### src/rtl/muldiv_unit.sv
// Iterative 32-bit multiply/divide unit with HI/LO registers for the MIPS execute stage.
// One radix-2 step per cycle: 32 CALC cycles, then a FIX cycle applies signs and writes HI/LO.
module muldiv_unit (
  input  logic        clk,
  input  logic        rst,
  input  logic        start,
  input  logic [1:0]  op,
  input  logic [31:0] a,
  input  logic [31:0] b,
  input  logic        mthi,
  input  logic        mtlo,
  input  logic [31:0] wdata,
  output logic        busy,
  output logic        done,
  output logic [31:0] hi,
  output logic [31:0] lo
);

  typedef enum logic [1:0] {StIdle, StCalc, StFix} state_e;

  state_e      state_q, state_d;
  logic [5:0]  cnt_q, cnt_d;
  logic [63:0] acc_q, acc_d;
  logic [31:0] opb_q, opb_d;
  logic [31:0] a_raw_q, a_raw_d;
  logic        div_q, div_d;
  logic        neg_res_q, neg_res_d;
  logic        neg_rem_q, neg_rem_d;
  logic        divz_q, divz_d;
  logic        done_q, done_d;
  logic [31:0] hi_q, hi_d;
  logic [31:0] lo_q, lo_d;

  logic        is_signed;
  logic [31:0] a_mag, b_mag;
  logic [32:0] mul_sum;
  logic [63:0] mul_next;
  logic [32:0] div_shift, div_diff;
  logic [63:0] div_next;
  logic [63:0] prod_neg;
  logic [31:0] quot_fix, rem_fix;

  assign is_signed = op[0];
  assign a_mag     = (is_signed && a[31]) ? (~a + 32'd1) : a;
  assign b_mag     = (is_signed && b[31]) ? (~b + 32'd1) : b;

  // Multiply: acc holds {partial product, remaining multiplier bits}, shifted right each step.
  assign mul_sum  = {1'b0, acc_q[63:32]} + (acc_q[0] ? {1'b0, opb_q} : 33'd0);
  assign mul_next = {mul_sum, acc_q[31:1]};

  // Divide: acc holds {remainder, dividend/quotient}, shifted left each step.
  assign div_shift = acc_q[63:31];
  assign div_diff  = div_shift - {1'b0, opb_q};
  assign div_next  = div_diff[32] ? {div_shift[31:0], acc_q[30:0], 1'b0}
                                  : {div_diff[31:0], acc_q[30:0], 1'b1};

  assign prod_neg = ~acc_q + 64'd1;
  assign quot_fix = neg_res_q ? (~acc_q[31:0] + 32'd1) : acc_q[31:0];
  assign rem_fix  = neg_rem_q ? (~acc_q[63:32] + 32'd1) : acc_q[63:32];

  always_comb begin
    state_d   = state_q;
    cnt_d     = cnt_q;
    acc_d     = acc_q;
    opb_d     = opb_q;
    a_raw_d   = a_raw_q;
    div_d     = div_q;
    neg_res_d = neg_res_q;
    neg_rem_d = neg_rem_q;
    divz_d    = divz_q;
    done_d    = 1'b0;
    hi_d      = hi_q;
    lo_d      = lo_q;

    unique case (state_q)
      StIdle: begin
        if (start) begin
          div_d     = op[1];
          neg_res_d = is_signed & (a[31] ^ b[31]);
          neg_rem_d = is_signed & a[31];
          divz_d    = op[1] & (b == 32'd0);
          a_raw_d   = a;
          cnt_d     = 6'd0;
          if (op[1]) begin
            acc_d = {32'd0, a_mag};
            opb_d = b_mag;
          end else begin
            acc_d = {32'd0, b_mag};
            opb_d = a_mag;
          end
          state_d = StCalc;
        end else begin
          if (mthi) hi_d = wdata;
          if (mtlo) lo_d = wdata;
        end
      end
      StCalc: begin
        acc_d = div_q ? div_next : mul_next;
        cnt_d = cnt_q + 6'd1;
        if (cnt_q == 6'd31) state_d = StFix;
      end
      StFix: begin
        if (!div_q) begin
          hi_d = neg_res_q ? prod_neg[63:32] : acc_q[63:32];
          lo_d = neg_res_q ? prod_neg[31:0]  : acc_q[31:0];
        end else if (divz_q) begin
          hi_d = a_raw_q;
          lo_d = 32'hFFFF_FFFF;
        end else begin
          hi_d = rem_fix;
          lo_d = quot_fix;
        end
        done_d  = 1'b1;
        state_d = StIdle;
      end
      default: state_d = StIdle;
    endcase
  end

  always_ff @(posedge clk) begin
    if (!rst) begin
      state_q   <= StIdle;
      cnt_q     <= 6'd0;
      acc_q     <= 64'd0;
      opb_q     <= 32'd0;
      a_raw_q   <= 32'd0;
      div_q     <= 1'b0;
      neg_res_q <= 1'b0;
      neg_rem_q <= 1'b0;
      divz_q    <= 1'b0;
      done_q    <= 1'b0;
      hi_q      <= 32'd0;
      lo_q      <= 32'd0;
    end else begin
      state_q   <= state_d;
      cnt_q     <= cnt_d;
      acc_q     <= acc_d;
      opb_q     <= opb_d;
      a_raw_q   <= a_raw_d;
      div_q     <= div_d;
      neg_res_q <= neg_res_d;
      neg_rem_q <= neg_rem_d;
      divz_q    <= divz_d;
      done_q    <= done_d;
      hi_q      <= hi_d;
      lo_q      <= lo_d;
    end
  end

  assign busy = (state_q != StIdle);
  assign done = done_q;
  assign hi   = hi_q;
  assign lo   = lo_q;

endmodule

### config.mk
export PLATFORM = sky130hd
export DESIGN_NAME = muldiv_unit
export DESIGN_NICKNAME = d
export VERILOG_FILES = /design/src/rtl/muldiv_unit.sv
export SDC_FILE = /design/constraint.sdc
export NUM_CORES = 1
export LEC_CHECK = 0
export ABC_AREA = 0
export CORE_AREA = 10 10 181 200
export DETAILED_ROUTE_END_ITERATION = 7
export DIE_AREA = 0 0 191 210
export GPL_ROUTABILITY_DRIVEN = 0
export PLACE_DENSITY = 0.85
export SLEW_MARGIN = 20
export SYNTH_ARGS = -nofsm -noshare
export SYNTH_HDL_FRONTEND = slang
export SYNTH_SLANG_ARGS = --single-unit
### constraint.sdc
create_clock -name clk -period 3.8 [get_ports clk]
set_input_delay 0.38 -clock clk [delete_from_list [all_inputs] [get_ports clk]]
set_output_delay 0.38 -clock clk [all_outputs]
set_load 0.1 [all_outputs]
* Word-level counts from Yosys, hierarchy flattened *
Index checks and enable logic that the tools add are counted.

storage, ports and cells
  register bits after elaboration = 205
  logic and storage cells = 78
  input bits = 103

operators by class
  equality and inequality tests = 8
  mux-type cells = 29
  bitwise logic cells = 9
  reductions and logical operators = 12
  add/sub/neg operators = 8

operators with widths
  cell                   number
  $mux 32                17
  $mux 64                3
  $add 32x1->32 const B  4
  $not 32->32            4
  $pmux 32 s2            2
  $pmux 64 s2            1
  $add 64x1->64 const B  1
  $not 64->64            1
  $add 32x32->33         1
  $sub 33x32->33         1
  $logic_not 32->1       1
  $pmux 6 s2             1
  $ne 2x2->1 const B     5
  $add 6x1->6 const B    1
  $eq 6x5->1 const B     1
  $mux 6                 1
  $reduce_and 2->1       3
  $reduce_and 3->1       2
  $reduce_bool 2->1      3
  $mux 2                 2
  $pmux 2 s2             1
  $and 1x1->1            3
  $eq 2x1->1 const B     1
  $eq 2x2->1 const B     1
  other kinds (4)        5

* Logic depth before layout (Yosys ltp) *
  word-level depth = 6
  gate-level depth with buffers = 14

* Least setup slack after synthesis *
Ideal clock, no wire load.

  kind = flip-flop to flip-flop
  start point = reg acc_q[31]
  end point = reg acc_q[42]
  required time = 3.662 ns
  data arrival time = 3.514 ns
  cell stages (with the launch flop) = 15
  slack = 0.148 ns
  setup time = 0.138 ns
  buffers on the path = 2
  cell sequence = dfxtp_1 -> inv_1 -> ha_1 -> fa_1 -> nand2b_1 -> a21oi_1 -> o21ai_1 -> a2111o_1 -> a2111oi_1 -> nor2_1 -> o211ai_1 -> buf_2 -> buf_4 -> mux2i_1 -> o221ai_1

between the ends
  longest elaborated chain between the ends = 4

ends and longest elaborated chain
  item                    line  text
  start, declared         23    logic [63:0] acc_q, acc_d;
  start signal, assigned  124   acc_q <= 64'd0;
  start signal, assigned  137   acc_q <= acc_d;
  $sub 33x32->33          53    assign div_diff = div_shift - {1'b0, opb_q};
  $mux 64                 54    assign div_next = div_diff[32] ? {div_shift[31:0], acc_q[30:0], 1'b0}
  $mux 64                 98    acc_d = div_q ? div_next : mul_next;
  $pmux 64 s2             75    unique case (state_q)

Every way passes these cells.
A chain may end at the register's enable or synchronous reset.

* Worst setup path in the final report *
  start point = reg acc_q[31]
  end point = reg acc_q[49]

Same word-level chain as after synthesis.

==> run summary <==
Status = finished clean
Clock root buffer = clkbuf_16
Vias in the first global route = 18000
Period utilization = 96.0%
Storage cell area = 4110 sq um
# diodes = 0
DRT Pass-1 Iters = 6
MaxCap Viol Count = 0
Final hold violation count = 0
Most common cell after layout, fill and taps aside = nand2_1
Crit end category = register
FP Rows = 69
Die width = 191 um
Mapped Cells = 2284
Static Leak = 7.56 nW
DRT antenna net count = 0
Crit start category = register
Vias post-DR = 19000
Synthesis-stage register bit count = 205
Clk slew on worst S/H paths = 70 ps
Setup TNS = 0 ps
Most frequent cells in the layout = 302 x nand2_1, 235 x a21oi_1, 202 x dfxtp_1, 166 x clkdlybuf4s50_1, 161 x nor2_1
Core footprint = 32000 sq um
TritonCTS Buffers = 22
R2r setup slk = 150 ps
Starting Density = 52.2%
R2R Path Start = acc_q[31]
Final Util = 61.6%
IO buf count = 168
H-tree lvl count = 1
Power Total = 7.09 mW
Worst-case vdd ir drop = 0.000376 V
Unique cell type count in the Yosys netlist = 80
CP required = 4240 ps
FILL cells = 2646
Avg Vias per Cell = 6.71
Cell Count Post-Placement = 2794
Final #Nets = 2567
Critical path launch point = acc_q[31]
Die area = 40100 sq um
DRT iter0 DRCs = 2858
Share of layout cells above drive strength 1 = 7.69%
Worst Hold Class = in -> reg
Worst setup endpoint = acc_q[49]
Post-DP HPWL = 49.2 mm
Antenna violations before repair = 0
Pwr/cell area = 359 nW/um^2
Crit path time final = 3650 ps
Hold Path Depth = 3
Final std cells w/o fill = 2832
Overall routing resource usage = 30.7%
Crit path DAT = 4090 ps
Avg Cell Area, Syn = 7.32 sq um
Clock sink count = 205
Seq/Total Area, Yosys = 24.6%
Total routed wirelength = 64.9 mm
Post-synth EDFFs = 0
GRT overflow = 0
F_max = 274 MHz
Max FO, Critical Path = 3
Max clock buf depth = 3
Synth-to-layout area growth = 18.1%
Mapped Area = 16700 sq um
Hold_buf cts = 0
FF-to-FF End = acc_q[49]
Top FF cell, synth = dfxtp_1
Relative slew slack = 24.5%
Tightest Pin Transition = 1130 ps
I/O pins = 169
Clock tree from TritonCTS = built
Asr flop ratio synth = 0%
Cells on worst reg2reg path = 14
# setup viols final = 0
Ys Warns = 0
Max-slew violations = 0
Largest net degree at the start of global routing = 87
DP Worst Slack = 7.62 ps
Clock insertion delay at the later pin of the skew report = 550 ps
Routed len/inst = 22.9 um
# DRC = 0
Multi-input logic area = 11700 sq um
Syn Nets = 2458
Setup Crit Path Kind = reg -> reg
Die height = 210 um
Clk_skew = 34.4 ps
Global-route wire length before repair = 99.8 mm
Final worst slack = 151 ps
==> layout make-up <==
type                       instances  area share (%)
clock inverter                     7           0.425
inverter                          62            1.19
timing repair buffer             271            12.6
multi-input combinational       1831            59.3
tap                              426            2.70
clock buffer                      30            2.99
sequential                       205            20.8
==> Yosys cell counts (11+ instances only) <==
library cell / instances / area [sq um]
and3_1: 16 / 100
a21o_1: 34 / 255
or2_2: 11 / 68.8
a211oi_1: 64 / 480
xnor2_1: 122 / 1070
nor2_1: 164 / 616
a21oi_1: 236 / 1180
xor2_1: 78 / 683
inv_1: 60 / 225
o21ai_0: 159 / 796
nor3_1: 29 / 145
nand4_1: 26 / 163
nor2b_1: 16 / 100
o211ai_1: 45 / 338
and2_1: 12 / 75.1
buf_1: 16 / 60.1
o21a_1: 12 / 90.1
ha_1: 69 / 863
nand2_1: 302 / 1130
clkbuf_1: 162 / 608
o31ai_1: 33 / 248
dfxtp_1: 205 / 4100
or4_1: 15 / 113
nand2b_1: 19 / 119
o221ai_1: 48 / 420
or3_1: 26 / 163
nand3_1: 44 / 220
mux2i_1: 70 / 701
a22oi_1: 18 / 135
o41ai_1: 14 / 123
nor4_1: 12 / 75.1
a31oi_1: 19 / 119
==> per-layer routing <==
metal	track usage (%)	vias up	routed length, um
met5	0	-	0
met4	19.0	0	4860
met3	7.40	325	8290
met2	48.4	1429	28500
met1	36.8	8747	23300
li1	-	8515	-
==> worst max-delay path, stage by stage, from the launching register on <==
cell and delay (ps):
dfxtp_1 340, inv_1 80, ha_1 230, fa_2 370
nand2b_1 190, a21oi_2 190, o21ai_1 110, a2111o_1 450
a2111oi_4 300, buf_4 160, nor2_1 50, o211ai_1 280
buf_4 160, mux2_2 320, a221o_1 320
==> how the worst min path moves through the flow <==
stage,from,endpoint,slack [ps]
6_report,rst,cnt_q[3],270
4_1_cts,rst,cnt_q[3],240
5_1_grt,rst,cnt_q[3],290
3_3_place_gp,lo[13],lo[13],440
2_1_floorplan,a_raw_q[28],a_raw_q[28],430
3_5_place_dp,lo[15],lo[15],450
==> stage by stage <==
| step | area (sq um) | hold slack [ps] |
|---|---|---|
| 2_1_floorplan | 16700 | 431 |
| 3_3_place_gp | 19000 | 441 |
| 3_5_place_dp | 19000 | 446 |
| 4_1_cts | 19700 | 241 |
| 5_1_grt | 19700 | 286 |
| 6_report | 19700 | 266 |
==> cells by family after synthesis <==
logic type / count (synthesis) / synth area share (%)
multiplexers: 78 / 4.73
XOR/XNOR: 200 / 10.5
AND/OR/NAND/NOR: 719 / 19.9
buffers and inverters: 248 / 5.75
flip-flops: 205 / 24.6
AO/OA/AOI/OAI: 763 / 29.1
adder cells (fa/ha/maj): 71 / 5.41
==> report_power, final <==
group          switching [mW]  internal, mW
Combinational            1.59         0.947
Clock                   0.933          1.16
Sequential              0.169          2.29
==> registers in the layout (all words and copies together), names as in the netlist <==
name and count:
neg_res_q 1, opb_q 32, lo 32, done 1, state_q 2, div_q 1, cnt_q 6, hi 32
neg_rem_q 1, a_raw_q 32, acc_q 64, divz_q 1
==> repair_timing <==
| item | CTS | global route |
|---|---|---|
| resized for setup | 2 | 3 |
| pin swaps | 1 | 4 |
| setup endpoints to repair | 12 | 32 |
| setup buffers | 0 | 1 |
Note: power is estimated with default switching activity, not from simulation.
